===== src/rtl/alu_arbiter.sv =====
`default_nettype none
// ============================================================================
//  Module   : alu_arbiter (with internal ALU sub-module alu_arbiter_alu)
//  Purpose  : Shares one 8-bit ALU between two requesters. Round-robin
//             arbitration in IDLE, one execute cycle, then a registered
//             result held on a valid/ready response channel until consumed.
//  Ports    : clk_i, rst_n_i         clock / async active-low reset
//             reqN_vld_i/rdy_o       request handshake, requester N (0/1)
//             reqN_a_i/b_i/op_i      operands and opcode
//             rspN_vld_o/rdy_i       response handshake, requester N
//             rsp_s_o, rsp_c_o       shared result byte and carry
//             busy_o                 high while an operation is in flight
//             ops_cnt_o              completed-response counter (wraps)
//  Revision : 1.0 - initial release
// ============================================================================

// ----------------------------------------------------------------------------
//  alu_arbiter_alu : combinational 8-bit ALU
//  op 00 add, 01 sub, 10 decrement a, 11 xor
// ----------------------------------------------------------------------------
module alu_arbiter_alu (
    input  logic [7:0] a_i,
    input  logic [7:0] b_i,
    input  logic [1:0] op_i,
    output logic [7:0] s_o,
    output logic       c_o
);
    logic [8:0] sum;
    logic [8:0] dif;

    assign sum = {1'b0, a_i} + {1'b0, b_i};
    // Bit 8 of the 9-bit difference is the borrow: set when a < b.
    assign dif = {1'b0, a_i} - {1'b0, b_i};

    always_comb begin
        s_o = 8'h00;
        c_o = 1'b0;
        case (op_i)
            2'b00: begin
                s_o = sum[7:0];
                c_o = sum[8];
            end
            2'b01: begin
                s_o = dif[7:0];
                c_o = dif[8];
            end
            2'b10: s_o = a_i - 8'd1;
            default: s_o = a_i ^ b_i;
        endcase
    end
endmodule

// ----------------------------------------------------------------------------
//  alu_arbiter : top level
// ----------------------------------------------------------------------------
module alu_arbiter #(
    parameter int CNT_W = 16
) (
    input  logic             clk_i,
    input  logic             rst_n_i,
    input  logic             req0_vld_i,
    output logic             req0_rdy_o,
    input  logic [7:0]       req0_a_i,
    input  logic [7:0]       req0_b_i,
    input  logic [1:0]       req0_op_i,
    input  logic             req1_vld_i,
    output logic             req1_rdy_o,
    input  logic [7:0]       req1_a_i,
    input  logic [7:0]       req1_b_i,
    input  logic [1:0]       req1_op_i,
    output logic             rsp0_vld_o,
    input  logic             rsp0_rdy_i,
    output logic             rsp1_vld_o,
    input  logic             rsp1_rdy_i,
    output logic [7:0]       rsp_s_o,
    output logic             rsp_c_o,
    output logic             busy_o,
    output logic [CNT_W-1:0] ops_cnt_o
);
    typedef enum logic [1:0] {
        ST_IDLE = 2'd0,
        ST_EXEC = 2'd1,
        ST_RESP = 2'd2
    } state_e;

    state_e           state_q;
    logic             rr_last_q;   // id granted most recently (1 => req0 wins next tie)
    logic             gnt_id_q;
    logic [7:0]       a_q;
    logic [7:0]       b_q;
    logic [1:0]       op_q;
    logic [7:0]       s_q;
    logic             c_q;
    logic             rsp0_vld_q;
    logic             rsp1_vld_q;
    logic             busy_q;
    logic [CNT_W-1:0] cnt_q;

    logic             in_idle;
    logic             pick0;
    logic             pick1;
    logic             take;
    logic             rsp_done;
    logic [7:0]       alu_s;
    logic             alu_c;

    assign in_idle = (state_q == ST_IDLE);

    // Round-robin: a lone requester always wins; on a tie the one not
    // granted last time wins.
    assign pick0 = req0_vld_i & (~req1_vld_i | rr_last_q);
    assign pick1 = req1_vld_i & (~req0_vld_i | ~rr_last_q);

    // rst_n_i gating keeps rdy low while reset is asserted even though the
    // FSM sits in IDLE then.
    assign req0_rdy_o = rst_n_i & in_idle & pick0;
    assign req1_rdy_o = rst_n_i & in_idle & pick1;
    assign take       = req0_rdy_o | req1_rdy_o;

    // Only the granted channel's vld is ever high, so the other rdy is
    // naturally ignored.
    assign rsp_done = (rsp0_vld_q & rsp0_rdy_i) | (rsp1_vld_q & rsp1_rdy_i);

    alu_arbiter_alu u_alu (
        .a_i  (a_q),
        .b_i  (b_q),
        .op_i (op_q),
        .s_o  (alu_s),
        .c_o  (alu_c)
    );

    always_ff @(posedge clk_i or negedge rst_n_i) begin
        if (!rst_n_i) begin
            state_q    <= ST_IDLE;
            rr_last_q  <= 1'b1;
            gnt_id_q   <= 1'b0;
            a_q        <= 8'h00;
            b_q        <= 8'h00;
            op_q       <= 2'b00;
            s_q        <= 8'h00;
            c_q        <= 1'b0;
            rsp0_vld_q <= 1'b0;
            rsp1_vld_q <= 1'b0;
            busy_q     <= 1'b0;
            cnt_q      <= '0;
        end else begin
            case (state_q)
                ST_IDLE: begin
                    if (take) begin
                        a_q      <= req1_rdy_o ? req1_a_i  : req0_a_i;
                        b_q      <= req1_rdy_o ? req1_b_i  : req0_b_i;
                        op_q     <= req1_rdy_o ? req1_op_i : req0_op_i;
                        gnt_id_q <= req1_rdy_o;
                        busy_q   <= 1'b1;
                        state_q  <= ST_EXEC;
                    end
                end
                ST_EXEC: begin
                    s_q        <= alu_s;
                    c_q        <= alu_c;
                    rsp0_vld_q <= ~gnt_id_q;
                    rsp1_vld_q <= gnt_id_q;
                    state_q    <= ST_RESP;
                end
                ST_RESP: begin
                    if (rsp_done) begin
                        cnt_q      <= cnt_q + CNT_W'(1);
                        rr_last_q  <= gnt_id_q;
                        rsp0_vld_q <= 1'b0;
                        rsp1_vld_q <= 1'b0;
                        busy_q     <= 1'b0;
                        state_q    <= ST_IDLE;
                    end
                end
                default: state_q <= ST_IDLE;
            endcase
        end
    end

    assign rsp0_vld_o = rsp0_vld_q;
    assign rsp1_vld_o = rsp1_vld_q;
    assign rsp_s_o    = s_q;
    assign rsp_c_o    = c_q;
    assign busy_o     = busy_q;
    assign ops_cnt_o  = cnt_q;

endmodule
`default_nettype wire


===== config.mk =====
export PLATFORM = sky130hd
export DESIGN_NAME = alu_arbiter
export DESIGN_NICKNAME = d
export VERILOG_FILES = /design/src/rtl/alu_arbiter.sv
export SDC_FILE = /design/constraint.sdc
export NUM_CORES = 1
export LEC_CHECK = 0
export ABC_AREA = 1
export CAP_MARGIN = 30
export CORE_MARGIN = 5
export CORE_UTILIZATION = 30
export CTS_BUF_LIST = sky130_fd_sc_hd__clkbuf_4
export CTS_CLUSTER_SIZE = 12
export DETAILED_ROUTE_END_ITERATION = 6
export PLACE_DENSITY = 0.56
export SLEW_MARGIN = 20
export SYNTH_ARGS = -nofsm -noshare
export SYNTH_HDL_FRONTEND = slang
export SYNTH_SLANG_ARGS = --single-unit

===== constraint.sdc =====
create_clock -name clk_i -period 2.8 [get_ports clk_i]
set_clock_uncertainty 0.1 [all_clocks]
set_input_delay 0.56 -clock clk_i [delete_from_list [all_inputs] [get_ports clk_i]]
set_output_delay 0.56 -clock clk_i [all_outputs]
set_load 0.01 [all_outputs]

* Yosys cells after proc, flatten, opt, wreduce, memory -nomap -nowiden
Index checks and enable logic that the tools add are counted.
Storage, ports and cells: register bits 50, output and inout bits 30, logic and storage cells 60
Cells by class: add/sub/neg operators 4, eq/ne operators 6, muxes and demuxes 13, bitwise gates (word level) 16, reductions and logical operators 9
Operators by type and width (number):
- 8-bit one-hot mux with 3 select lines | 1
- 16-bit by 1-bit adder with 16-bit output (second input constant) | 1
- 8-bit two-way mux | 2
- 8-bit by 8-bit adder with 9-bit output | 1
- 8-bit by 8-bit subtractor with 9-bit output | 1
- 1-bit one-hot mux with 2 select lines | 4
- 2-bit AND reduction | 4
- 8-bit by 1-bit subtractor with 8-bit output (second input constant) | 1
- 8-bit XOR | 1
- 1-bit bitwise AND | 7
- 2-bit two-way mux | 3
- 2-bit one-hot mux with 3 select lines | 1
- 2-bit by 1-bit == test with 1-bit output (second input constant) | 2
- 2-bit == test (second input constant) | 2
- 2-bit zero test | 2
- 1-bit NOT | 4
- 1-bit OR | 4
- 2-bit nonzero test | 2
- 3-bit AND reduction | 1
- 1-bit two-way mux | 2
- 2-bit by 1-bit inequality test with 1-bit output (second input constant) | 1
- 2-bit inequality test (second input constant) | 1

* Logic depth before layout (Yosys ltp)
Gate-level depths: netlist (run 1).
depth in word-level cells 7, gate-level depth with buffers 13, depth with buffers taken out 13

* Cells and area by module
Synthesis (run 1) repeated with hierarchy kept, for this count alone.
Second synthesis, totals: cell total of the unflattened synthesis 537, area, all modules 3634.7 µm²
Modules (own cells, without submodules):
- alu_arbiter | times used 1, cells each 339, area an instance 2590.0 µm²
- alu_arbiter_alu | times used 1, cells each 198, area an instance 1044.8 µm²

* Worst setup path before layout (run 1)
OpenSTA, ideal clock, no wires.
path kind register to register, start point register a_q[0], end point register s_q[4], in the netlist rsp_s_o[4], library setup time 123 ps, arrival time 1717 ps, setup slack 860 ps, stages on the path, launching flop included 13, buffers on the path 0, period minus slack after synthesis 1940 ps, path through dfrtp_1 -> inv_1 -> ha_1 -> inv_1 -> fa_1 -> nand2_1 -> nand3_1 -> nand2_1 -> nand2_1 -> nand3_1 -> nand3_1 -> o21ai_0 -> nand2_1
On the way: longest elaborated chain between the ends 2, elaborated cells on any way between the ends 4, those cells by class add/sub: 3; mux: 1
RTL lines:
- from (decl) | RTL line 89 | logic [7:0] a_q;
- from (signal assigned) | RTL line 150 | a_q <= req1_rdy_o ? req1_a_i : req0_a_i;
- 8-bit by 1-bit subtractor with 8-bit output (tied with other cells) | RTL line 47 | 2'b10: s_o = a_i - 8'd1;
- 8-bit one-hot mux with 3 select lines (*) | RTL line 38 | case (op_i)
- to (signal assigned) | RTL line 159 | s_q <= alu_s;
- to (decl) | RTL line 92 | logic [7:0] s_q;
Mark *: on every way between the ends. The rest lies on a longest branch, timed or not. A chain may end at the register's enable or synchronous reset.

* Worst setup path in the final report (run 1)
start point register state_q[0], end point output req0_rdy_o
On the way: longest elaborated chain between the ends 3
RTL lines:
- from (decl) | RTL line 86 | state_e state_q;
- from (signal assigned) | RTL line 134 | state_q <= ST_IDLE;
- from (signal assigned) | RTL line 155 | state_q <= ST_EXEC;
- from (signal assigned) | RTL line 163 | state_q <= ST_RESP;
- 2-bit zero test | RTL line 107 | assign in_idle = (state_q == ST_IDLE);
- 1-bit bitwise AND (2 in series) | RTL line 116 | assign req0_rdy_o = rst_n_i & in_idle & pick0;
- to (decl) | RTL line 62 | output logic req0_rdy_o,
Every way passes these cells.

==> impl_metrics.yaml, run 1 <==
sta:
  hold_viol: 0
  rsz0062_at_grt: "false"
  setup_viol: 0
  setup_tns_ns: 0
  slew_viol_final: 0
  tightest_slew_ns: 0.684
  period_needed_ns: 2.61
  fin_crit_sh_pct: 93.3
  max-slew-margin-rel_pct: 54.2
  timing.fmax_ghz: 0.383
critical_path:
  crit_type: "register to output pin"
  worstPathArrival_ns: 1.95
  required_ns: 2.14
  path_max_fanout: 3
  end_kind: "output pin"
  startpoint_type: "register"
pwr:
  power_density_nw_per_um2: 1040
  p_leak_nw: 2.12
  vdd_ir_drop_max_uv: 483
  power.total_mw: 4.54
floorplan:
  num_rows: 39
  io-pin-count: 72
  core_um2: 11400
  fp.dieW_um: 118
  die_h_um: 118
  dieArea_um2: 13900
  initial_core_util_pct: 30.6
run_status:
  status: "finished clean"
synth:
  async_flop_share_pct: 100
  yosysUniqueCellTypes: 40
  syn-cell-area_um2: 3500
  syn-num-nets: 524
  synth_area_leader_cell: "dfrtp_1"
  synth_area_leaders: "dfrtp_1 (35%), nand2_1 (14%), ha_1 (6.8%)"
  synth_top_cells_by_count: "nand2_1 (127), inv_1 (58), dfrtp_1 (49), nand3_1 (44), nor2_1 (39)"
  syn_avg_cell_area_um2: 7.59
  synth-main-ff-cell: "dfrtp_1"
  synth_edf_count: 0
  synth_top_area_share_pct: 35.0
  ys_ff_latch: 50
  ys_seq_area_share_pct: 35.8
  netlist_instances: 461
  ys.warnings.count: 0
  synth.most_common_cell: "nand2_1"
placed_design:
  port_buffers: 71
  dp_hpwl_um: 7310
  gp_congestion: 0.855
finish:
  final_layout_size_suffix_gt1_share_pct: 8.83
  regArea_um2: 1250
  syn_to_final_growth_pct: 25.3
  multi_input_area_um2: 1920
  post-route-util_pct: 38.4
  fillers: 1204
  final_net_count: 594
worst_hold_path:
  hp-class: "input port to asynchronous set/reset pin"
route:
  finalWirelength_um: 9300
  drt_iter0_markers: 123
  route.vias.total: 3212
  post_drt_wl_per_cell_um: 13.8
  vias_per_cell: 4.75
  route.detailed.drc: 0
  detail-route-antenna-nets: 0
  first_pass_iters: 4
clock_tree:
  insertion_delay_ns: 0.40
  holdBufCountCts: 0
  cts_resized: 0
  cts.sinks: 50
  h-tree-depth: 2
  clk_path_buf_depth: 2
  cts_tree: "yes"
  root_buffer: "clkbuf_4"
  cts_made_buffers: 5
  post_cts_buffers: 0
  clk_pin_slew_worst_paths_ns: 0.17
grt:
  grt_start_max_net_pins: 51
  grt_use_total_pct: 13.8
  grt_pass1_wl_um: 16100
  grt_pass1_vias: 3264
  grt_antenna_before_repair: 1
  grt_overflow: 0
flow_run:
  max_cap_viol_count: 0
-- stage by stage --
stage                     std cells  instance area, um^2  hold WS (ns)  setup slack, ns
after global placement          667                 4320         0.363            0.244
after floorplan                 461                 3500         0.164            0.860
final                           676                 4390         0.203            0.186
after CTS                       675                 4380         0.220            0.136
after global routing            676                 4390         0.243           0.0288
after detailed placement        667                 4320         0.369            0.259
-- worst max-delay path, cell delays in order, from the launching register on --
cell             delay [ns]
dfrtp_1                0.46
nor3b_2                0.27
o211ai_2               0.17
inv_1                  0.11
clkdlybuf4s50_1        0.54
-- layer usage --
layer / vias to the layer above / GRT usage, % / part of all wire [%]
met5: - / 0 / 0
met4: 0 / 3.80 / 1.1
met3: 5 / 2.59 / 5.2
met2: 71 / 22.1 / 45
met1: 1497 / 18.9 / 48
li1: 1639 / - / -
-- registers in the layout, summed over array words and instances, names as in the netlist --
| signal | cells |
|---|---|
| a_q | 8 |
| b_q | 8 |
| busy_o | 1 |
| gnt_id_q | 1 |
| op_q | 2 |
| ops_cnt_o | 16 |
| rr_last_q | 1 |
| rsp0_vld_o | 1 |
| rsp1_vld_o | 1 |
| rsp_c_o | 1 |
| rsp_s_o | 8 |
| state_q | 2 |
-- power breakdown --
part           total [mW]  leakage [nW]  internal (mW)  switching (mW)
combinational        2.89          1.46           1.15            1.74
clock               0.373        0.0337          0.107           0.266
sequential           1.28         0.627          0.993           0.285
total                4.54          2.12           2.25            2.30
-- cell type report --
cell class / instances / area share (%)
clock buffers: 5 / 0.856
flip-flops and latches: 50 / 28.6
well taps: 143 / 4.08
repair buffers: 75 / 16.8
inverters: 63 / 5.39
diodes: 1 / 0.0570
clock inverters: 3 / 0.627
multi-input cells: 336 / 43.7
-- final timing paths --
path | from | depth (start not counted) | endpoint | slack, ns
setup reg to reg | b_q[0] | 11 | rsp_s_o[4] | 0.72
hold reg to reg | rsp_s_o[0] | 2 | rsp_s_o[0] | 0.40
hold / removal | rst_n_i | 2 | b_q[7] | 0.20
setup / recovery | state_q[0] | 4 | req0_rdy_o | 0.19
max in group asynchronous | rst_n_i | 2 | rsp_s_o[1] | 1.96
min in group clk_i | rsp_s_o[0] | 2 | rsp_s_o[0] | 0.40
-- cell usage in the layout, fill, tap and decap left out, types with 2 or more instances in the layout --
master / count
a21oi_1: 10
nor3_1: 3
o21ai_2: 3
xnor2_1: 5
clkdlybuf4s50_1: 70
o21ai_1: 9
nand3_1: 44
o22ai_2: 10
fa_1: 2
clkbuf_4: 5
nor3_2: 2
o2111ai_1: 2
nand2_4: 2
ha_1: 19
inv_2: 5
dfrtp_1: 49
o21ai_0: 19
buf_4: 4
nor2_1: 39
inv_1: 58
nand4_1: 6
nand2_1: 127
o22ai_1: 7
nand3b_1: 4
xor2_1: 8
nor2_4: 4
-- logic make-up after synthesis --
group / count (synthesis) / synth area share (%)
adders and majority gates: 21 / 7.94
DFF: 50 / 35.8
xor gates and xnor gates: 13 / 3.25
AOI/OAI and AO/OA: 66 / 13.4
and+or+nand+nor: 236 / 30.1
buffers and inverters: 75 / 9.47
Note: power is estimated with default switching activity, not from simulation.
==> inputs of run 2 (changes only) <==
- GPL_ROUTABILITY_DRIVEN: unset -> 0
==> run 2 against run 1 <==
  * Non-clock buffer count did not move
  * Flip-flop and latch count stayed put
  * Via count rose by 0.44%
  * Worst setup slack worse by 0.030 ns
  * Fmax decreased by 1.1%
  * Sequential share of layout area decreased by 0.14 points
  * Critical path type unchanged
  * Critical endpoint unchanged
  * Largest cell class unchanged
  * Highest routed layer unchanged
==> impl_metrics.yaml, run 2 (synthesis gave the netlist of run 1 again) <==
pwr:
  power_density_nw_per_um2: 1050
  vdd_ir_drop_max_uv: 391
  p_leak_nw: 2.13
placed_design:
  dp_hpwl_um: 7190
  port_buffers: 71
  dp_cells: 667
critical_path:
  cp_slowest_stage_delay_ns: 0.54
  required_ns: 2.14
  path_cells: "nor3b_2, o211ai_2, inv_1, clkdlybuf4s50_1"
  end_kind: "output pin"
  path_max_fanout: 3
  worstPathArrival_ns: 1.98
  startpoint_type: "register"
  crit_type: "register to output pin"
  cp_slowest_cell: "clkdlybuf4s50_1"
route:
  wl_met3_um: 553
  wl_met2_um: 4150
  detail-route-antenna-nets: 0
  finalWirelength_um: 9170
  vias_per_cell: 4.77
  drt_iter0_markers: 147
  post_drt_wl_per_cell_um: 13.6
  drt-met1-wl_um: 4350
  routed.top_layer: "met4"
  first_pass_iters: 5
  route.vias.total: 3226
  route.detailed.drc: 0
sta:
  max-slew-margin-rel_pct: 51.3
  slew_viol_final: 0
  timing.fmax_ghz: 0.378
  rsz0062_at_grt: "false"
  fin_crit_sh_pct: 94.4
  hold_viol: 0
  tightest_slew_ns: 0.727
  period_needed_ns: 2.64
  setup_tns_ns: 0
  setup_viol: 0
floorplan:
  num_rows: 39
  core_um2: 11400
  dieArea_um2: 13900
  io-pin-count: 72
  fp.dieW_um: 118
  die_h_um: 118
  initial_core_util_pct: 30.6
finish:
  final_layout_size_suffix_gt1_share_pct: 8.83
  syn_to_final_growth_pct: 26.0
  final_cell_mix: "nand2_1 (127), clkdlybuf4s50_1 (70), inv_1 (58)"
  final_common_cell: "nand2_1"
  largest_reg_flops: 16
  final_net_count: 594
  fin_cells: 676
  fillers: 1209
grt:
  grt_start_max_net_pins: 51
  grt_antenna_before_repair: 1
  grt_use_total_pct: 13.2
  grt_overflow: 0
  grt_pass1_vias: 3281
  grt_pass1_wl_um: 15500
clock_tree:
  insertion_delay_ns: 0.39
  clk_pin_slew_worst_paths_ns: 0.18
  cts_resized: 0
  holdBufCountCts: 0
  h-tree-depth: 2
  cts.sinks: 50
  clk_path_buf_depth: 2
  root_buffer: "clkbuf_4"
  cts_tree: "yes"
  cts_made_buffers: 5
  post_cts_buffers: 0
run_status:
  status: "finished clean"
worst_hold_path:
  hp-class: "input port to asynchronous set/reset pin"
flow_run:
  max_cap_viol_count: 0
## run 2: through the flow
stage	setup slack [ns]	hold WS (ns)	total power, mW	utilization, %	area (um^2)
2_1_floorplan	0.860	0.164	3.31	-	3500
3_3_place_gp	0.244	0.368	4.12	37.8	4320
3_5_place_dp	0.255	0.371	4.18	37.8	4320
4_1_cts	0.125	0.237	4.65	38.6	4410
5_1_grt	0.00236	0.262	5.12	38.6	4410
6_report	0.157	0.197	4.64	38.6	4410
## run 2: critical path: cells and delay by family, from the launching register on
kind | cells | cell delay (ns)
buffers and inverters | 2 | 0.66
AOI/OAI and AO/OA | 1 | 0.18
and+or+nand+nor | 1 | 0.28
DFF | 1 | 0.47
## run 2: path summary, 6_finish.rpt
kind,startpoint,to,slack [ns],cells after the start
hold reg to reg,rsp_s_o[1],rsp_s_o[1],0.40,2
min in group clk_i,rsp_s_o[1],rsp_s_o[1],0.40,2
setup reg to reg,b_q[0],rsp_s_o[4],0.70,11
max in group asynchronous,rst_n_i,rsp_s_o[2],1.95,2
setup / recovery,state_q[0],req0_rdy_o,0.16,4
hold / removal,rst_n_i,b_q[7],0.20,2
## run 2: routing by layer
| metal | global-route usage, % | vias up |
|---|---|---|
| li1 | - | 1638 |
| met3 | 1.97 | 9 |
| met1 | 18.1 | 1488 |
| met2 | 22.0 | 91 |
| met4 | 3.08 | 0 |
| met5 | 0 | - |
## run 2: final cells by class
type,instances,area [um^2],share of cell area (%)
clock inverters,3,48.8,1.11
repair buffers,75,736,16.7
clock buffers,5,37.5,0.852
flip-flops and latches,50,1250,28.4
multi-input cells,336,1920,43.5
inverters,63,236,5.36
well taps,143,179,4.06
diodes,1,2.50,0.0568
## run 2: power breakdown
part           switching, mW  leakage [nW]  internal [mW]
clock network          0.257        0.0433          0.194
registers              0.286         0.627          0.993
logic                   1.76          1.46           1.15
